**config.mk**
```make
export PLATFORM = sky130hd
export DESIGN_NAME = multicycle_ctrl_flat
export DESIGN_NICKNAME = d
export VERILOG_FILES = /design/src/rtl/multicycle_ctrl_pkg.sv /design/src/rtl/multicycle_ctrl_if.sv /design/src/rtl/multicycle_ctrl_alu_decode.sv /design/src/rtl/multicycle_ctrl.sv /design/src/flat_wrapper.sv
export SDC_FILE = /design/constraint.sdc
export NUM_CORES = 1
export LEC_CHECK = 0
export CELL_PAD_IN_SITES_DETAIL_PLACEMENT = 0
export CELL_PAD_IN_SITES_GLOBAL_PLACEMENT = 1
export CORE_MARGIN = 2
export CORE_UTILIZATION = 42
export DETAILED_ROUTE_END_ITERATION = 6
export PLACE_DENSITY = 0.95
export SLEW_MARGIN = 5
export SYNTH_ARGS = -nofsm -noshare
export SYNTH_HDL_FRONTEND = slang
export SYNTH_SLANG_ARGS = --single-unit
```
**constraint.sdc**
```tcl
create_clock -name clock -period 2.8 [get_ports clock]
set_input_delay 0.56 -clock clock [delete_from_list [all_inputs] [get_ports clock]]
set_output_delay 0.56 -clock clock [all_outputs]
set_load 0.05 [all_outputs]
```
**src/rtl/multicycle_ctrl_pkg.sv**
```systemverilog
// mc_pkg: shared definitions for the multicycle MIPS32 control unit.
// Contents: FSM state enum (4-bit, FETCH = 0), opcode and funct constants,
// ALU control codes, alu_src_b / pc_source select encodings, and a helper
// that identifies the states that own the shared memory port.
package mc_pkg;

    typedef enum logic [3:0] {
        S_FETCH     = 4'd0,
        S_DECODE    = 4'd1,
        S_MEM_ADDR  = 4'd2,
        S_MEM_READ  = 4'd3,
        S_MEM_WB    = 4'd4,
        S_MEM_WRITE = 4'd5,
        S_R_EXEC    = 4'd6,
        S_R_WB      = 4'd7,
        S_BRANCH    = 4'd8,
        S_JUMP      = 4'd9,
        S_I_EXEC    = 4'd10,
        S_I_WB      = 4'd11
    } state_t;

    localparam logic [5:0] OP_RTYPE = 6'b000000;
    localparam logic [5:0] OP_LW    = 6'b100011;
    localparam logic [5:0] OP_SW    = 6'b101011;
    localparam logic [5:0] OP_BEQ   = 6'b000100;
    localparam logic [5:0] OP_BNE   = 6'b000101;
    localparam logic [5:0] OP_ADDI  = 6'b001000;
    localparam logic [5:0] OP_J     = 6'b000010;

    localparam logic [5:0] FN_ADD = 6'b100000;
    localparam logic [5:0] FN_SUB = 6'b100010;
    localparam logic [5:0] FN_AND = 6'b100100;
    localparam logic [5:0] FN_OR  = 6'b100101;
    localparam logic [5:0] FN_SLT = 6'b101010;

    localparam logic [3:0] ALU_ADD = 4'b0010;
    localparam logic [3:0] ALU_SUB = 4'b0110;
    localparam logic [3:0] ALU_AND = 4'b0000;
    localparam logic [3:0] ALU_OR  = 4'b0001;
    localparam logic [3:0] ALU_SLT = 4'b0111;

    localparam logic [1:0] SRCB_REG     = 2'b00;
    localparam logic [1:0] SRCB_FOUR    = 2'b01;
    localparam logic [1:0] SRCB_IMM     = 2'b10;
    localparam logic [1:0] SRCB_IMM_SH2 = 2'b11;

    localparam logic [1:0] PCSRC_ALU    = 2'b00;
    localparam logic [1:0] PCSRC_ALUOUT = 2'b01;
    localparam logic [1:0] PCSRC_JUMP   = 2'b10;

    // States that hold the memory port and therefore wait on mem_ready.
    function automatic logic is_mem_state(input state_t s);
        return (s == S_FETCH) || (s == S_MEM_READ) || (s == S_MEM_WRITE);
    endfunction

endpackage

```
**src/rtl/multicycle_ctrl_if.sv**
```systemverilog
// multicycle_ctrl_if: bundle between the control unit and the datapath.
// Datapath -> control: opcode, funct (IR fields), zero (ALU flag), mem_ready.
// Control -> datapath: every mux select, write enable and memory strobe,
// plus the instr_done / illegal pulses and the sticky mem_timeout flag.
// master = control unit side, slave = datapath / memory side.
interface multicycle_ctrl_if;
    import mc_pkg::*;

    logic [5:0] opcode;
    logic [5:0] funct;
    logic       zero;
    logic       mem_ready;

    logic       pc_write;
    logic [1:0] pc_source;
    logic       iord;
    logic       mem_read;
    logic       mem_write;
    logic       ir_write;
    logic       reg_write;
    logic       reg_dst;
    logic       mem_to_reg;
    logic       alu_src_a;
    logic [1:0] alu_src_b;
    logic [3:0] alu_control;
    logic       instr_done;
    logic       illegal;
    logic       mem_timeout;

    modport master (
        input  opcode, funct, zero, mem_ready,
        output pc_write, pc_source, iord, mem_read, mem_write, ir_write,
               reg_write, reg_dst, mem_to_reg, alu_src_a, alu_src_b,
               alu_control, instr_done, illegal, mem_timeout
    );

    modport slave (
        output opcode, funct, zero, mem_ready,
        input  pc_write, pc_source, iord, mem_read, mem_write, ir_write,
               reg_write, reg_dst, mem_to_reg, alu_src_a, alu_src_b,
               alu_control, instr_done, illegal, mem_timeout
    );

endinterface

```
**src/rtl/multicycle_ctrl_alu_decode.sv**
```systemverilog
// alu_decode: maps an R-type funct field to an ALU operation.
// Ports: funct (in, 6) latched funct; alu_control (out, 4) ALU operation;
// valid (out, 1) high when funct is one of add/sub/and/or/slt.
module alu_decode
    import mc_pkg::*;
(
    input  logic [5:0] funct,
    output logic [3:0] alu_control,
    output logic       valid
);

    always_comb begin
        alu_control = ALU_ADD;
        valid       = 1'b1;
        case (funct)
            FN_ADD:  alu_control = ALU_ADD;
            FN_SUB:  alu_control = ALU_SUB;
            FN_AND:  alu_control = ALU_AND;
            FN_OR:   alu_control = ALU_OR;
            FN_SLT:  alu_control = ALU_SLT;
            default: valid = 1'b0;
        endcase
    end

endmodule

```
**src/rtl/multicycle_ctrl.sv**
```systemverilog
// multicycle_ctrl: multicycle control FSM for the MIPS32 core.
// Ports: clock, reset (async, active-high); bus (multicycle_ctrl_if.master)
// carrying the IR fields, ALU zero flag and mem_ready in, and all datapath
// selects/enables, instr_done, illegal and the sticky mem_timeout out.
// WAIT_LIMIT: consecutive mem_ready-low cycles before mem_timeout is raised.
module multicycle_ctrl
    import mc_pkg::*;
#(
    parameter int WAIT_LIMIT = 255
)(
    input  logic                 clock,
    input  logic                 reset,
    multicycle_ctrl_if.master    bus
);

    localparam logic [7:0] LIMIT = 8'(WAIT_LIMIT);

    state_t     state;
    state_t     next_state;
    logic [5:0] op_q;
    logic [5:0] funct_q;
    logic [7:0] wait_cnt;
    logic       timeout_q;
    logic       waiting;
    logic [3:0] r_alu;
    logic       r_valid;

    alu_decode u_alu_decode (
        .funct       (funct_q),
        .alu_control (r_alu),
        .valid       (r_valid)
    );

    always_ff @(posedge clock or posedge reset) begin
        if (reset) state <= S_FETCH;
        else       state <= next_state;
    end

    // The IR may change after DECODE, so later states use these copies.
    always_ff @(posedge clock or posedge reset) begin
        if (reset) begin
            op_q    <= '0;
            funct_q <= '0;
        end else if (state == S_DECODE) begin
            op_q    <= bus.opcode;
            funct_q <= bus.funct;
        end
    end

    // Counter saturates at LIMIT so the sticky flag cannot be lost by wrap.
    assign waiting = is_mem_state(state) && !bus.mem_ready;

    always_ff @(posedge clock or posedge reset) begin
        if (reset) begin
            wait_cnt  <= '0;
            timeout_q <= 1'b0;
        end else if (!waiting) begin
            wait_cnt <= '0;
        end else if (wait_cnt != LIMIT) begin
            wait_cnt <= wait_cnt + 8'd1;
            if (wait_cnt + 8'd1 == LIMIT) timeout_q <= 1'b1;
        end
    end

    assign bus.mem_timeout = timeout_q;

    // Outputs are gated by reset combinationally so strobes drop without
    // waiting for a clock edge.
    always_comb begin
        next_state      = state;
        bus.pc_write    = 1'b0;
        bus.pc_source   = PCSRC_ALU;
        bus.iord        = 1'b0;
        bus.mem_read    = 1'b0;
        bus.mem_write   = 1'b0;
        bus.ir_write    = 1'b0;
        bus.reg_write   = 1'b0;
        bus.reg_dst     = 1'b0;
        bus.mem_to_reg  = 1'b0;
        bus.alu_src_a   = 1'b0;
        bus.alu_src_b   = SRCB_REG;
        bus.alu_control = ALU_ADD;
        bus.instr_done  = 1'b0;
        bus.illegal     = 1'b0;
        if (!reset) begin
            case (state)
                S_FETCH: begin
                    bus.mem_read  = 1'b1;
                    bus.alu_src_b = SRCB_FOUR;
                    if (bus.mem_ready) begin
                        bus.ir_write = 1'b1;
                        bus.pc_write = 1'b1;
                        next_state   = S_DECODE;
                    end
                end
                S_DECODE: begin
                    bus.alu_src_b = SRCB_IMM_SH2;
                    case (bus.opcode)
                        OP_LW, OP_SW:   next_state = S_MEM_ADDR;
                        OP_RTYPE:       next_state = S_R_EXEC;
                        OP_BEQ, OP_BNE: next_state = S_BRANCH;
                        OP_ADDI:        next_state = S_I_EXEC;
                        OP_J:           next_state = S_JUMP;
                        default: begin
                            bus.illegal = 1'b1;
                            next_state  = S_FETCH;
                        end
                    endcase
                end
                S_MEM_ADDR: begin
                    bus.alu_src_a = 1'b1;
                    bus.alu_src_b = SRCB_IMM;
                    next_state    = (op_q == OP_LW) ? S_MEM_READ : S_MEM_WRITE;
                end
                S_MEM_READ: begin
                    bus.mem_read = 1'b1;
                    bus.iord     = 1'b1;
                    if (bus.mem_ready) next_state = S_MEM_WB;
                end
                S_MEM_WB: begin
                    bus.reg_write  = 1'b1;
                    bus.mem_to_reg = 1'b1;
                    bus.instr_done = 1'b1;
                    next_state     = S_FETCH;
                end
                S_MEM_WRITE: begin
                    bus.mem_write = 1'b1;
                    bus.iord      = 1'b1;
                    if (bus.mem_ready) begin
                        bus.instr_done = 1'b1;
                        next_state     = S_FETCH;
                    end
                end
                S_R_EXEC: begin
                    bus.alu_src_a   = 1'b1;
                    bus.alu_control = r_alu;
                    if (r_valid) begin
                        next_state = S_R_WB;
                    end else begin
                        bus.illegal = 1'b1;
                        next_state  = S_FETCH;
                    end
                end
                S_R_WB: begin
                    bus.reg_write   = 1'b1;
                    bus.reg_dst     = 1'b1;
                    bus.alu_control = r_alu;
                    bus.instr_done  = 1'b1;
                    next_state      = S_FETCH;
                end
                S_BRANCH: begin
                    bus.alu_src_a   = 1'b1;
                    bus.alu_control = ALU_SUB;
                    bus.pc_source   = PCSRC_ALUOUT;
                    bus.pc_write    = ((op_q == OP_BEQ) &&  bus.zero) ||
                                      ((op_q == OP_BNE) && !bus.zero);
                    bus.instr_done  = 1'b1;
                    next_state      = S_FETCH;
                end
                S_JUMP: begin
                    bus.pc_source  = PCSRC_JUMP;
                    bus.pc_write   = 1'b1;
                    bus.instr_done = 1'b1;
                    next_state     = S_FETCH;
                end
                S_I_EXEC: begin
                    bus.alu_src_a = 1'b1;
                    bus.alu_src_b = SRCB_IMM;
                    next_state    = S_I_WB;
                end
                S_I_WB: begin
                    bus.reg_write  = 1'b1;
                    bus.instr_done = 1'b1;
                    next_state     = S_FETCH;
                end
                default: next_state = S_FETCH;
            endcase
        end
    end

endmodule

```
**src/flat_wrapper.sv**
```systemverilog
// flat-port wrapper written by rule: the top's interface ports become plain ports
module multicycle_ctrl_flat import mc_pkg::*;
#(
    parameter int WAIT_LIMIT = 255
)
  (clock, reset, bus_opcode, bus_funct, bus_zero, bus_mem_ready, bus_pc_write, bus_pc_source, bus_iord, bus_mem_read, bus_mem_write, bus_ir_write, bus_reg_write, bus_reg_dst, bus_mem_to_reg, bus_alu_src_a, bus_alu_src_b, bus_alu_control, bus_instr_done, bus_illegal, bus_mem_timeout);
  multicycle_ctrl_if bus_i ();
  input  logic clock;
  input  logic reset;
  input wire logic [$bits(bus_i.opcode)-1:0] bus_opcode;
  input wire logic [$bits(bus_i.funct)-1:0] bus_funct;
  input wire logic [$bits(bus_i.zero)-1:0] bus_zero;
  input wire logic [$bits(bus_i.mem_ready)-1:0] bus_mem_ready;
  output wire logic [$bits(bus_i.pc_write)-1:0] bus_pc_write;
  output wire logic [$bits(bus_i.pc_source)-1:0] bus_pc_source;
  output wire logic [$bits(bus_i.iord)-1:0] bus_iord;
  output wire logic [$bits(bus_i.mem_read)-1:0] bus_mem_read;
  output wire logic [$bits(bus_i.mem_write)-1:0] bus_mem_write;
  output wire logic [$bits(bus_i.ir_write)-1:0] bus_ir_write;
  output wire logic [$bits(bus_i.reg_write)-1:0] bus_reg_write;
  output wire logic [$bits(bus_i.reg_dst)-1:0] bus_reg_dst;
  output wire logic [$bits(bus_i.mem_to_reg)-1:0] bus_mem_to_reg;
  output wire logic [$bits(bus_i.alu_src_a)-1:0] bus_alu_src_a;
  output wire logic [$bits(bus_i.alu_src_b)-1:0] bus_alu_src_b;
  output wire logic [$bits(bus_i.alu_control)-1:0] bus_alu_control;
  output wire logic [$bits(bus_i.instr_done)-1:0] bus_instr_done;
  output wire logic [$bits(bus_i.illegal)-1:0] bus_illegal;
  output wire logic [$bits(bus_i.mem_timeout)-1:0] bus_mem_timeout;
  assign bus_i.opcode = bus_opcode;
  assign bus_i.funct = bus_funct;
  assign bus_i.zero = bus_zero;
  assign bus_i.mem_ready = bus_mem_ready;
  assign bus_pc_write = bus_i.pc_write;
  assign bus_pc_source = bus_i.pc_source;
  assign bus_iord = bus_i.iord;
  assign bus_mem_read = bus_i.mem_read;
  assign bus_mem_write = bus_i.mem_write;
  assign bus_ir_write = bus_i.ir_write;
  assign bus_reg_write = bus_i.reg_write;
  assign bus_reg_dst = bus_i.reg_dst;
  assign bus_mem_to_reg = bus_i.mem_to_reg;
  assign bus_alu_src_a = bus_i.alu_src_a;
  assign bus_alu_src_b = bus_i.alu_src_b;
  assign bus_alu_control = bus_i.alu_control;
  assign bus_instr_done = bus_i.instr_done;
  assign bus_illegal = bus_i.illegal;
  assign bus_mem_timeout = bus_i.mem_timeout;
  multicycle_ctrl #(.WAIT_LIMIT(WAIT_LIMIT)) u_core (.clock(clock), .reset(reset), .bus(bus_i));
endmodule
```
; Yosys cells after proc, flatten, opt, wreduce, memory -nomap -nowiden
; Cells that the tools add are included.
; Widths: inputs -> output; s select.
[word_totals]
in_bits = 16
register_bits = 25
[op_classes]
n_reduce_logical = 23
mux = 42
add_sub_neg = 1
bitwise_logic = 1
n_eq_ne = 31
[ops]
columns = operator, count
row1 = $eq 6x6->1 const B, 8
row2 = $pmux 4 s7, 1
row3 = $eq 6x3->1 const B, 4
row4 = $mux 1, 23
row5 = $pmux 4 s5, 1
row6 = $eq 4x3->1 const B, 4
row7 = $eq 4x4->1 const B, 4
row8 = $mux 4, 4
row9 = $mux 8, 2
row10 = $pmux 3 s4, 1
row11 = $reduce_or 2->1, 6
row12 = $reduce_or 5->1, 2
row13 = $add 8x1->8 const B, 1
row14 = $eq 4x2->1 const B, 2
row15 = $eq 8x8->1 const B, 1
row16 = $ne 2x2->1 const B, 4
row17 = $ne 8x8->1 const B, 1
row18 = $reduce_or 7->1, 1
row19 = $eq 6x2->1 const B, 1
row20 = $eq 6x4->1 const B, 1
row21 = $logic_not 6->1, 1
row22 = $mux 3, 2
row23 = $pmux 2 s3, 1
row24 = $pmux 3 s2, 1
row25 = 14 further kinds, 21

; Logic depth before layout (Yosys ltp)
; Gate-level depths: netlist (run 1).
[depth]
word_depth = 6
mapped_depth = 6
ltp_nobuf = 5

; Cells and area by module
; Synthesis (run 1) repeated with hierarchy kept, for this count alone.
[hier_totals]
cells_unflattened = 183
hier_area_um2 = 1741.7
[by_module_without_submodules]
columns = module, cells_each, area_per_inst_um2, seq_area_each_um2, n_inst
row1 = multicycle_ctrl, 172, 1644.1, 625.6, 1
row2 = alu_decode, 11, 97.6, 0.0, 1

; Worst setup path before layout (run 1)
; No wires, ideal clock.
[synth_path]
kind = input-to-output
from = input reset
to = output bus_alu_src_a
path_buffers = 1
setup_slack_ps = -995
path_stages = 2
t_arrival_ps = 3235
cell_sequence = clkbuf_1 > a2111oi_0
[synth_via]
elab_chain_len = 1
[synth_lines]
columns = item, line
row1 = start: declaration, flat_wrapper.sv:9  ; input logic reset;
row2 = $mux 1, multicycle_ctrl.sv:85  ; if (!reset) begin
row3 = end: declaration, flat_wrapper.sv:23  ; output wire logic [$bits(bus_i.alu_src_a)-1:0] bus_alu_src_a;
; No other way between the ends.

; Worst setup path after layout (run 1)
[layout_path]
from = input bus_opcode[0]
to = output bus_illegal
[layout_via]
elab_chain_len = 5
word_cells_on_any_way = 11
[layout_lines]
columns = item, line
row1 = start: declaration, flat_wrapper.sv:10  ; input wire logic [$bits(bus_i.opcode)-1:0] bus_opcode;
row2 = $eq 6x6->1 (tied with other cells), multicycle_ctrl.sv:98  ; case (bus.opcode)
row3 = $reduce_or 7->1 (no source line) *, --
row4 = $mux 1 *, multicycle_ctrl.sv:98
row5 = $pmux 1 s2 *, multicycle_ctrl.sv:86  ; case (state)
row6 = $mux 1 *, multicycle_ctrl.sv:85
row7 = end: declaration, flat_wrapper.sv:27  ; output wire logic [$bits(bus_i.illegal)-1:0] bus_illegal;
; Mark *: on every way between the ends. The rest lies on a longest branch, timed or not.

==> results of run 1 <==
## critical path, stage by stage
cell	delay (ns)
clkdlybuf4s50_1	0.46
or3_1	0.39
a211oi_1	0.34
a211o_1	0.18
a21oi_2	0.07
buf_12	0.15
## area by class of cell
type	instances	area (sq um)
fill	339	1570
inverter	7	26.3
sequential	25	626
clock buffer	3	41.3
tap	50	62.6
timing repair buffer	47	618
clock inverter	1	5.00
multi-input combinational	146	1080
## repair_timing
item | CTS | global route
gates resized for setup | 0 | 1
hold buffers | 0 | 0
setup endpoints to repair | 0 | 1
## through the flow
stage | hold WS, ns | cells | power, W | setup slack [ns]
final | 0.497 | 279 | 0.00162 | 0.0987
after CTS | 0.505 | 279 | 0.00163 | 0.101
after floorplan | 0.473 | 190 | 0.00116 | -0.328
after global placement | 0.482 | 275 | 0.00140 | 0.123
after detailed placement | 0.484 | 275 | 0.00142 | 0.101
after global routing | 0.522 | 279 | 0.00174 | 0.0115
## layer usage
| metal | wire, um | vias to the layer above | global-route usage (%) |
|---|---|---|---|
| met3 | 138 | 6 | 1.90 |
| met1 | 1850 | 755 | 24.9 |
| met2 | 1890 | 42 | 27.9 |
| li1 | - | 782 | - |
| met5 | 0 | - | 0 |
| met4 | 44 | 0 | 5.01 |
## cells in the mapped netlist (2+ instances only)
cell type / instances / share of area (%)
nor2b_1: 5 / 1.8
dfrtp_1: 25 / 35
ha_1: 2 / 1.4
xor2_1: 5 / 2.5
a21o_1: 2 / 0.84
clkbuf_1: 2 / 0.42
nand4_1: 4 / 1.4
a31oi_1: 5 / 1.8
buf_6: 3 / 1.9
and3_1: 3 / 1.1
nor4_1: 4 / 1.4
nand2b_1: 6 / 2.1
buf_4: 5 / 2.1
nand2_1: 4 / 0.84
o21ai_0: 9 / 2.5
a211o_1: 3 / 1.5
inv_1: 6 / 1.3
mux2_2: 12 / 7.6
nor3_1: 4 / 1.1
a21oi_1: 9 / 2.5
nor4bb_1: 2 / 1.1
a211oi_1: 2 / 0.84
nand3_1: 9 / 2.5
nor2_1: 16 / 3.4
nor4b_1: 2 / 0.98
nor3b_1: 2 / 0.84
xnor2_1: 4 / 2.0
buf_2: 2 / 0.56
and4b_1: 3 / 1.7
a22oi_1: 2 / 0.84
## state kept, by name, summed over array words and instances (netlist names)
| name | flops |
|---|---|
| u_core.wait_cnt | 8 |
| u_core.funct_q | 6 |
| u_core.op_q | 6 |
| u_core.state | 4 |
| u_core.bus.mem_timeout | 1 |
## power groups by stage
stage / sequential, W / clock, W / combinational (W)
3_5_place_dp: 0.000590 / 0 / 0.000828
2_1_floorplan: 0.000556 / 0 / 0.000602
3_3_place_gp: 0.000585 / 0 / 0.000815
5_1_grt: 0.000604 / 0.000235 / 0.000899
4_1_cts: 0.000582 / 0.000219 / 0.000831
6_report: 0.000583 / 0.000210 / 0.000828
## cell families (layout without fill, tap and decap cells)
kind of cell / after synthesis / count (layout) / synth area share, %
AOI/OAI and AO/OA: 47 / 47 / 18.9
xor gates and xnor gates: 9 / 9 / 4.42
DFF: 25 / 25 / 35.1
adders and majority gates: 2 / 2 / 1.40
other: 1 / 1 / 0.210
buffers and inverters: 19 / 58 / 6.46
and+or+nand+nor: 74 / 74 / 25.4
muxes: 13 / 13 / 8.14
## worst paths after layout
check / startpoint / to / slack [ns] / cells after the start
min in group asynchronous: reset / u_core.wait_cnt[2]$_DFFE_PP0P_ / 1.10 / 4
min: u_core.bus.mem_timeout$_DFFE_PP0P_ / u_core.bus.mem_timeout$_DFFE_PP0P_ / 0.50 / 1
max: bus_opcode[0] / bus_illegal / 0.1 / 6
max reg2reg: u_core.state[1]$_DFFE_PP0P_ / u_core.op_q[2]$_DFFE_PP0P_ / 0.94 / 3
max in group asynchronous: reset / u_core.funct_q[0]$_DFFE_PP0P_ / 1.45 / 4
min reg2reg: u_core.bus.mem_timeout$_DFFE_PP0P_ / u_core.bus.mem_timeout$_DFFE_PP0P_ / 0.50 / 1
==> impl_metrics.json, run 1 <==
{
  "finalHoldViolCount": 0,
  "grt_max_degree": 27,
  "setup_tns_ns": 0,
  "fin_skew_ns": 0.00287,
  "layout_commonest_cell": "dfrtp_1",
  "drive_above_1_share_pct": 27.9,
  "synth_top_flop_cell": "dfrtp_1",
  "grt_pass1_wl_mm": 6.92,
  "drt_wl_total_mm": 3.92,
  "routed-via-count": 1585,
  "io_buffer_count": 34,
  "grt_pass1_vias": 1499,
  "remaining_drc_errors": 0,
  "post-route-period-util_pct": 96.5,
  "required_ns": 2.24,
  "place_area_sq_mm": 0.00241,
  "status": "finished clean",
  "p_per_area_mw_per_mm2": 658,
  "fmax_mhz": 370,
  "async_flop_share_pct": 100,
  "synth_seq_cells": 25,
  "clock_path_buffers": 2,
  "synth_edf_count": 0,
  "worstSetupEndpointType": "primary output",
  "avgRoutedWirePerCell_um": 14.0,
  "p_int_w": 0.000971,
  "postSynthNetCount": 208,
  "p_clk_share_pct": 12.9,
  "synth.distinct_cells": 58,
  "nets": 248,
  "start_kind": "primary input",
  "power.share.combinational_pct": 51.1,
  "fp.coreArea_sq_mm": 0.00403,
  "p_sw_share_pct": 40.1,
  "mostFrequentLayoutCells": "dfrtp_1 (25), buf_12 (18), nor2_1 (16), clkdlybuf4s50_1 (16), buf_4 (13)",
  "grt_use_total_pct": 17.4,
  "clock-sinks": 25,
  "initialDrtViolationCount": 120,
  "worst_ep_arrival_time_ns": 2.14,
  "utilization_pct": 61.1,
  "initial_core_util_pct": 44.3,
  "min_period_ns": 2.70,
  "cts_buffers": 3,
  "worst_pin_slew_ns": 0.643,
  "synth_cells": 190,
  "drv_cap": 0,
  "syn_area_sq_mm": 0.00178,
  "path_clk_slew_ns": 0.08,
  "cts_tree": "done",
  "syn_area_per_cell_sq_um": 9.38,
  "relSlewSlack_pct": 57.0,
  "post_cts_buffers": 0,
  "slew_violations": 0,
  "min_path_type": "register to register",
  "stdcell_area_sq_mm": 0.00246,
  "dr.pass1.iters": 4,
  "switchingPower_w": 0.000649,
  "power_leakage_nw": 1.01,
  "ys_warn_count": 0,
  "cts_root_buf": "clkbuf_8",
  "num_antenna_cells": 0,
  "num_rows": 23,
  "area_growth_pct": 38.1,
  "antenna_found_initial": 0,
  "die_h_um": 69.2,
  "grt-ovfl-total": 0,
  "pwr-share-seq_pct": 35.9,
  "clk_latency_ns": 0.27,
  "crit_fanout": 4,
  "setup_viol": 0,
  "cts-htree-levels": 1,
  "die-area_sq_mm": 0.00478,
  "yosysSeqAreaShare_pct": 35.1,
  "die_x_um": 69.2,
  "crit_type": "primary input to primary output",
  "ir_drop_uv": 306,
  "rsz0062_at_grt": "false",
  "ios": 36,
  "antenna_left": 0,
  "routed_via_density": 5.68,
  "place_congestion": 0.802,
  "dp_hpwl_mm": 3.04
}
Power figures use the tool's default switching activity.
==> inputs of run 2 (changes only) <==
--- a/config.mk
+++ b/config.mk
@@ -11,6 +11,7 @@
 export CORE_UTILIZATION = 42
 export DETAILED_ROUTE_END_ITERATION = 6
 export PLACE_DENSITY = 0.95
+export SETUP_SLACK_MARGIN = 0.1
 export SLEW_MARGIN = 5
 export SYNTH_ARGS = -nofsm -noshare
 export SYNTH_HDL_FRONTEND = slang
==> run 2 against run 1 <==
  * Hold slack improved by 0.0071 ns
  * Cell area is 0.15% higher
  * Final cell count shrank 0.36%
==> impl_metrics.json, run 2 (same netlist as run 1, synthesis figures left out) <==
{
  "status": "finished clean",
  "grt-ovfl-total": 0,
  "reg_top3": "u_core.wait_cnt x8, u_core.funct_q x6, u_core.op_q x6",
  "totalPowerFinal_w": 0.00162,
  "nets": 247,
  "path_clk_slew_ns": 0.08,
  "remaining_drc_errors": 0,
  "die-area_sq_mm": 0.00478,
  "io_buffer_count": 34,
  "fin_skew_ns": 0.00292,
  "drt_wl_total_mm": 4.04,
  "drive_above_1_share_pct": 28.1,
  "num_antenna_cells": 0,
  "p_per_area_mw_per_mm2": 658,
  "grt_pass1_vias": 1512,
  "setup_viol": 0,
  "ir_drop_uv": 354,
  "initialDrtViolationCount": 121,
  "mostFrequentLayoutCells": "dfrtp_1 (25), buf_12 (18), nor2_1 (15)",
  "setup_tns_ns": 0,
  "place_congestion": 0.805,
  "clk_latency_ns": 0.27,
  "pre_cts_slack_ns": 0.106,
  "initial_core_util_pct": 44.3,
  "fp.coreArea_sq_mm": 0.00403,
  "relSlewSlack_pct": 55.9,
  "clock-sinks": 25,
  "setup_slack_ns": 0.161,
  "worst_pin_slew_ns": 0.659,
  "min_period_ns": 2.64,
  "power_leakage_nw": 1.02,
  "dp_hpwl_mm": 3.11,
  "switchingPower_w": 0.000650,
  "clock_path_buffers": 2,
  "hold_ws_ns": 0.504,
  "antenna_found_initial": 0,
  "cts_tree": "done",
  "dr.pass1.iters": 4,
  "slew_violations": 0,
  "min_path_type": "register to register",
  "ios": 36,
  "cts_hold_buffers": 0,
  "start_kind": "primary input",
  "finalHoldViolCount": 0,
  "worst_ep_arrival_time_ns": 2.08,
  "routed-via-count": 1570,
  "layout_commonest_cell": "dfrtp_1",
  "num_rows": 23,
  "crit_type": "primary input to primary output",
  "post-route-period-util_pct": 94.2,
  "cts_resized": 0,
  "crit_fanout": 3,
  "path_cells": "clkdlybuf4s50_1, mux2_2, a211o_1, a21oi_2, buf_12",
  "grt_max_degree": 27,
  "grt_pass1_wl_mm": 7.04,
  "power.share.combinational_pct": 51.3,
  "largest_reg_flops": 8,
  "p_clk_share_pct": 12.8,
  "crit_path_max_incr_delay_ns": 0.50,
  "cts-htree-levels": 1,
  "pwr-share-seq_pct": 36.0,
  "worstSetupEndpointType": "primary output",
  "cts_buffers": 3,
  "cts_root_buf": "clkbuf_8",
  "avgRoutedWirePerCell_um": 14.5,
  "crit_slowest_cell": "clkdlybuf4s50_1",
  "antenna_left": 0,
  "required_ns": 2.24,
  "die_x_um": 69.2,
  "die_h_um": 69.2,
  "fmax_mhz": 379,
  "routed_via_density": 5.65,
  "grt_use_total_pct": 17.6,
  "drv_cap": 0,
  "p_sw_share_pct": 40.1,
  "post_cts_buffers": 0,
  "rsz0062_at_grt": "false",
  "area_growth_pct": 38.3,
  "fill_cells": 332,
  "p_int_w": 0.000972,
  "top_register": "u_core.wait_cnt"
}
[run 2: final cells by class]
cell class	count	area [sq um]	area share, %
inverter	7	26.3	1.07
sequential	25	626	25.4
timing repair buffer	46	616	25.0
clock buffer	4	45.0	1.83
tap	50	62.6	2.54
multi-input combinational	146	1090	44.2
[run 2: layer usage]
layer	global-route usage (%)	share of wire, %	vias up
met5	0	0	-
met4	5.45	1.1	0
met3	2.05	4.4	5
met2	29.4	49	58
met1	23.8	45	725
li1	-	-	782
[run 2: path summary, 6_finish.rpt]
check | slack, ns | cells after the start | start | to
max | 0.16 | 5 | bus_opcode[1] | bus_illegal
min | 0.50 | 1 | u_core.funct_q[5]$_DFFE_PP0P_ | u_core.funct_q[5]$_DFFE_PP0P_
max reg2reg | 0.91 | 3 | u_core.state[1]$_DFFE_PP0P_ | u_core.op_q[5]$_DFFE_PP0P_
min reg2reg | 0.50 | 1 | u_core.funct_q[5]$_DFFE_PP0P_ | u_core.funct_q[5]$_DFFE_PP0P_
max in group asynchronous | 1.49 | 4 | reset | u_core.wait_cnt[0]$_DFFE_PP0P_
min in group asynchronous | 1.07 | 4 | reset | u_core.state[0]$_DFFE_PP0P_
[run 2: per-stage QoR]
stage | std cells | cell area (sq um) | utilization, %
floorplan | 190 | 1820 | -
detailed placement | 274 | 2410 | 59.8
finish | 278 | 2470 | 61.2
global route | 278 | 2470 | 61.2
global placement | 274 | 2410 | 59.8
CTS | 278 | 2450 | 60.9
[run 2: critical path: cells and delay by family]
family / cells / cell delay, ns
muxes: 1 / 0.34
AOI/OAI and AO/OA: 2 / 0.52
buffers and inverters: 2 / 0.66
[run 2: power by group through the flow]
stage | Clock [W] | Sequential [W] | Combinational [W]
finish | 0.000207 | 0.000584 | 0.000831
global route | 0.000235 | 0.000605 | 0.000896
CTS | 0.000217 | 0.000582 | 0.000832
detailed placement | 0 | 0.000589 | 0.000831
global placement | 0 | 0.000586 | 0.000813
floorplan | 0 | 0.000556 | 0.000603
==> inputs of run 3 (changes only) <==
--- a/config.mk
+++ b/config.mk
@@ -10,6 +10,7 @@
 export CORE_MARGIN = 2
 export CORE_UTILIZATION = 42
 export DETAILED_ROUTE_END_ITERATION = 6
+export GPL_TIMING_DRIVEN = 0
 export PLACE_DENSITY = 0.95
 export SETUP_SLACK_MARGIN = 0.1
 export SLEW_MARGIN = 5
==> run 3 against run 2 <==
  * Register-to-register slack improved by 0.25 ns
  * Core utilization fell by 5.4 points
  * Total power fell by 3.9%
  * Non-clock buffer count did not move
  * Via count rose by 2.2%
  * Hold slack got worse by 0.018 ns
  * First-iteration DRC count fell by 25%
  * Clock skew rose by 0.00087 ns
==> impl_metrics.json, run 3 (same netlist as run 1, synthesis figures left out) <==
{
  "status": "finished clean",
  "clock-sinks": 25,
  "antenna_found_initial": 0,
  "nets": 248,
  "required_ns": 2.24,
  "multi_input_area_sq_mm": 0.00109,
  "timing.rr.end": "u_core.bus.mem_timeout$_DFFE_PP0P_",
  "worstSetupEndpointType": "primary output",
  "min_period_ns": 2.63,
  "rrSetupSlack_ns": 1.16,
  "dp_cells": 273,
  "grt_use_total_pct": 18.7,
  "fmax_mhz": 381,
  "regToRegStartpoint": "u_core.wait_cnt[0]$_DFFE_PP0P_",
  "crit_type": "primary input to primary output",
  "avgRoutedWirePerCell_um": 15.2,
  "worst_r2r_path_depth": 5,
  "power_leakage_nw": 0.951,
  "routed-via-count": 1605,
  "routed_via_density": 5.75,
  "dp_hpwl_mm": 3.15,
  "start_kind": "primary input",
  "area_growth_pct": 26.2,
  "grt_pass1_wl_mm": 7.36,
  "place_congestion": 0.830,
  "cts_buffers": 3,
  "clk_latency_ns": 0.28,
  "die_x_um": 69.2,
  "initialDrtViolationCount": 91,
  "crit_fanout": 4,
  "num_rows": 23,
  "num_antenna_cells": 0,
  "pre_cts_slack_ns": -1.23,
  "min_path_type": "register to register",
  "grt_max_degree": 16,
  "reg_top3": "u_core.wait_cnt x8, u_core.funct_q x6, u_core.op_q x6",
  "worst_ep_arrival_time_ns": 2.07,
  "grt_pass1_vias": 1499,
  "die-area_sq_mm": 0.00478,
  "fp.coreArea_sq_mm": 0.00403,
  "rsz0062_at_grt": "false",
  "drv_cap": 0,
  "layout_commonest_cell": "dfrtp_1",
  "startpoint": "bus_opcode[0]",
  "ir_drop_uv": 299,
  "dr.pass1.iters": 4,
  "setup_viol": 0,
  "clock_path_buffers": 2,
  "slew_violations": 0,
  "worst_pin_slew_ns": 0.601,
  "finalHoldViolCount": 0,
  "fill_cells": 372,
  "path_clk_slew_ns": 0.09,
  "largest_reg_flops": 8,
  "top_register": "u_core.wait_cnt",
  "setup.worst_path.end": "bus_illegal",
  "relSlewSlack_pct": 59.7,
  "cts_root_buf": "clkbuf_8",
  "ios": 36,
  "die_h_um": 69.2,
  "fin_cells": 279,
  "setup_slack_ns": 0.173,
  "drive_above_1_share_pct": 27.5,
  "io_buffer_count": 33,
  "setup_tns_ns": 0,
  "p_per_area_mw_per_mm2": 693,
  "remaining_drc_errors": 0,
  "initial_core_util_pct": 44.3,
  "cts_tree": "done",
  "drt_wl_total_mm": 4.25,
  "fin_skew_ns": 0.00379,
  "grt-ovfl-total": 0,
  "cts-htree-levels": 1,
  "mostFrequentLayoutCells": "dfrtp_1 (25), nor2_1 (15), clkdlybuf4s50_1 (13)",
  "seqCellArea_sq_um": 626,
  "antenna_left": 0,
  "totalPowerFinal_w": 0.00156,
  "post-route-period-util_pct": 93.8
}
==> run 3: stage by stage <==
| step | hold WS [ns] | util (%) | area, sq um |
|---|---|---|---|
| after floorplan | 0.473 | - | 1820 |
| after global placement | 0.473 | 55.0 | 2220 |
| after detailed placement | 0.471 | 55.0 | 2220 |
| after CTS | 0.492 | 56.2 | 2260 |
| after global routing | 0.512 | 55.8 | 2250 |
| final | 0.486 | 55.8 | 2250 |
==> run 3: worst min-delay path by stage <==
stage | startpoint | to | cells after the start
after detailed placement | u_core.bus.mem_timeout$_DFFE_PP0P_ | u_core.bus.mem_timeout$_DFFE_PP0P_ | 1
after CTS | u_core.bus.mem_timeout$_DFFE_PP0P_ | u_core.bus.mem_timeout$_DFFE_PP0P_ | 1
after global placement | u_core.bus.mem_timeout$_DFFE_PP0P_ | u_core.bus.mem_timeout$_DFFE_PP0P_ | 1
after floorplan | u_core.funct_q[5]$_DFFE_PP0P_ | u_core.funct_q[5]$_DFFE_PP0P_ | 1
final | u_core.bus.mem_timeout$_DFFE_PP0P_ | u_core.bus.mem_timeout$_DFFE_PP0P_ | 1
after global routing | u_core.bus.mem_timeout$_DFFE_PP0P_ | u_core.bus.mem_timeout$_DFFE_PP0P_ | 1
==> run 3: area by class of cell <==
class	count	share of cell area (%)
Buffer	12	4.17
Clock buffer	3	1.84
Inverter	7	1.33
Timing Repair Buffer	34	13.2
Multi-Input combinational cell	146	48.3
Tap cell	50	2.78
Sequential cell	25	27.8
Timing Repair inverter	1	0.222
Clock inverter	1	0.334
==> run 3: critical path, stage by stage <==
cell and delay [ns]:
clkdlybuf4s50_1 0.51, nor2_1 0.09, mux2_2 0.27, a211o_1 0.29, a21oi_1 0.13, buf_4 0.21
==> run 3: power by group <==
group	switching, W	total [W]	leakage, nW	internal (W)
clock network	0.000125	0.000226	0.0217	0.000101
logic	0.000425	0.000756	0.610	0.000332
registers	0.000104	0.000577	0.319	0.000473
total	0.000653	0.00156	0.951	0.000906
==> run 3: what timing repair did <==
action,CTS,global route
pin swaps,0,1
cloned,1,0
hold buffers,0,0
gates resized for setup,62,17
endpoints found under the setup margin,17,16
buffers inserted,1,0
==> run 3: metal layers <==
layer / share of wire [%] / vias to the layer above / routed length [um] / GRT usage (%)
li1: - / 785 / - / -
met2: 49 / 35 / 2090 / 30.8
met4: 1.0 / 0 / 44 / 5.23
met3: 4.2 / 5 / 178 / 2.92
met5: 0 / - / 0 / 0
met1: 45 / 780 / 1930 / 25.4
==> RTL edit, RTL diff (flow settings as in run 3) <==
Make the reset (`reset`) synchronous in 3 clocked blocks. Comments in the files are not updated.
--- a/src/rtl/multicycle_ctrl.sv
+++ b/src/rtl/multicycle_ctrl.sv
@@ -31,13 +31,13 @@
         .valid       (r_valid)
     );
 
-    always_ff @(posedge clock or posedge reset) begin
+    always_ff @(posedge clock) begin
         if (reset) state <= S_FETCH;
         else       state <= next_state;
     end
 
     // The IR may change after DECODE, so later states use these copies.
-    always_ff @(posedge clock or posedge reset) begin
+    always_ff @(posedge clock) begin
         if (reset) begin
             op_q    <= '0;
             funct_q <= '0;
@@ -50,7 +50,7 @@
     // Counter saturates at LIMIT so the sticky flag cannot be lost by wrap.
     assign waiting = is_mem_state(state) && !bus.mem_ready;
 
-    always_ff @(posedge clock or posedge reset) begin
+    always_ff @(posedge clock) begin
         if (reset) begin
             wait_cnt  <= '0;
             timeout_q <= 1'b0;
Formal check against the unedited RTL: same outputs for any inputs over 10 cycles, from zero or initial values and one cycle with reset high; that may be too few to reach the edited logic, so the function may still have changed.
==> RTL edit against run 3 <==
Setup slack better by 0.0064 ns. Maximum frequency up 0.24%. Largest cell class unchanged. Register-to-register slack worse by 0.11 ns. Area after synthesis down 8.8%. Sequential cell count unchanged. Worst hold slack worse by 0.029 ns. Total power down 20%. Largest power group unchanged. Wire length up 1.5%. Core utilization up 0.44 points. Sequential power down 24%. Cell area down 7.7%. First-iteration DRC count up 15%. Critical path depth down 1. Sequential share of layout area down 3.7 points.
==> RTL edit: results (changes against run 3) <==
post_cts_buffers: 0  # was 1
cts_resized: 41  # was 62
layout-drive-gt1-share_pct: 14.2  # was 27.5%
synth_most_common_cell: "sky130_fd_sc_hd__nand2_1"  # was sky130_fd_sc_hd__dfrtp_1
wl_met2_um: 1890  # was 2090 um
met3WireLength_um: 288  # was 178 um
synth_flop_cell: "sky130_fd_sc_hd__dfxtp_1"  # was sky130_fd_sc_hd__dfrtp_1
worstSetupStartpoint: "u_core.state[3]"  # was bus_opcode[0]
fmax_mhz: 382  # was 381 MHz
global_route.usage.met2_pct: 32.9  # was 30.8%
yosysUniqueCellTypes: 54  # was 58
critical_path.slowest_cell: "sky130_fd_sc_hd__dfxtp_1"  # was sky130_fd_sc_hd__clkdlybuf4s50_1
routedLengthMet1_um: 2050  # was 1930 um
dpl_worst_slack_ns: -0.653  # was -1.23 ns
min_path_cells: 2  # was 1
r2r_slack_ns: 1.05  # was 1.16 ns
vdd_drop_max_v: 0.000353  # was 0.000299 V
total_standard_cell_area_after_synthesis_um2: 1630  # was 1780 um^2
timing.critical_path.fanout_max: 10  # was 4
synth_nets: 241  # was 208
grt_pass1_wl_um: 7290  # was 7360 um
count_of_mapped_cells_out_of_synthesis: 223  # was 190
finalHoldWorstSlack_ns: 0.458  # was 0.486 ns
clock_skew_ns: 0.00159  # was 0.00379 ns
startpoint_type: "flip-flop"  # was input port
met1_use_gr_pct: 29.4  # was 25.4%
r2r-start: "u_core.state[2]"  # was u_core.wait_cnt[0]
first_iter_violations: 105  # was 91
cp-endpoint: "bus_reg_write"  # was bus_illegal
clkSlewWorstSetupHoldPaths_ns: 0.10
global_route.usage.total_pct: 21.5  # was 18.7%
postRouteWirelength_um: 4320  # was 4250 um
synth.area.top_cells: "sky130_fd_sc_hd__dfxtp_1 31%, sky130_fd_sc_hd__nand2_1 8.1%, sky130_fd_sc_hd__a21oi_1 7.4%"  # was sky130_fd_sc_hd__dfrtp_1 35%, sky130_fd_sc_hd__mux2_2 7.6%, sky130_fd_sc_hd__nor2_1 3.4%
num-fill-cells: 370  # was 372
grt.met3_usage_pct: 3.92  # was 2.92%
per_cell_routed_wire_length_um: 14.0  # was 15.2 um
async_reset_ff_share_pct: 0  # was 100%
dpl-instance-area_um2: 2030  # was 2220 um^2
detailroute.via_count: 1735  # was 1,605
place.detailed.instances: 304  # was 273
hpwl_um: 3090  # was 3150 um
grt_pass1_vias: 1551  # was 1,499
min-delay-path-class: "flip-flop to flip-flop"  # unchanged
seq_area_frac_synth_pct: 30.8  # was 35.1%
r2r-end: "u_core.state[1]"  # was u_core.bus.mem_timeout
outcome: "complete, no violations"  # unchanged
synth.top_cells.by_count: "35 x sky130_fd_sc_hd__nand2_1, 25 x sky130_fd_sc_hd__dfxtp_1, 24 x sky130_fd_sc_hd__a21oi_1"  # was 25 x sky130_fd_sc_hd__dfrtp_1, 16 x sky130_fd_sc_hd__nor2_1, 12 x sky130_fd_sc_hd__mux2_2
-- RTL edit: cell types whose count changed after synthesis, sizes merged, moves of 7 or more --
cell / run 3 / this run
nor3: 5 / 12
o21ai: 10 / 2
a21oi: 9 / 24
dfrtp: 25 / 0
mux2: 12 / 0
dfxtp: 0 / 25
nand2: 4 / 35
-- RTL edit: how the worst min path moves through the flow --
stage / start / end
final: u_core.bus.mem_timeout / u_core.bus.mem_timeout
after global routing: u_core.funct_q[4] / u_core.funct_q[4]
after CTS: u_core.bus.mem_timeout / u_core.bus.mem_timeout
after global placement: u_core.funct_q[4] / u_core.funct_q[4]
after detailed placement: u_core.bus.mem_timeout / u_core.bus.mem_timeout
after floorplan: u_core.funct_q[4] / u_core.funct_q[4]
-- RTL edit: final cells by class --
cell class | instances | area [um^2] | share of cell area, %
plain buffers | 15 | 85.1 | 4.10
clock buffers | 3 | 41.3 | 1.99
clock inverters | 1 | 7.51 | 0.362
inverters | 11 | 41.3 | 1.99
multi-input cells | 172 | 1030 | 49.6
flip-flops and latches | 25 | 500 | 24.1
well taps | 48 | 60.1 | 2.89
repair buffers | 33 | 310 | 14.9
-- RTL edit: power breakdown --
part / leakage (nW) / switching (mW) / internal, mW
registers: 0.203 / 0.0360 / 0.404
clock network: 0.0217 / 0.135 / 0.101
logic: 0.554 / 0.373 / 0.192
total: 0.779 / 0.544 / 0.698
-- RTL edit: logic make-up (layout without fill, tap and decap cells) --
kind of cell / count (synthesis) / count (layout) / share of synthesized area, %
xor+xnor: 7 / 7 / 3.77
buf+inv: 26 / 63 / 7.08
simple gates: 110 / 110 / 34.9
compound gates: 51 / 51 / 21.1
flops: 25 / 25 / 30.8
mux: 1 / 1 / 0.615
other cells: 1 / 1 / 0.231
fa+ha+maj: 2 / 2 / 1.54
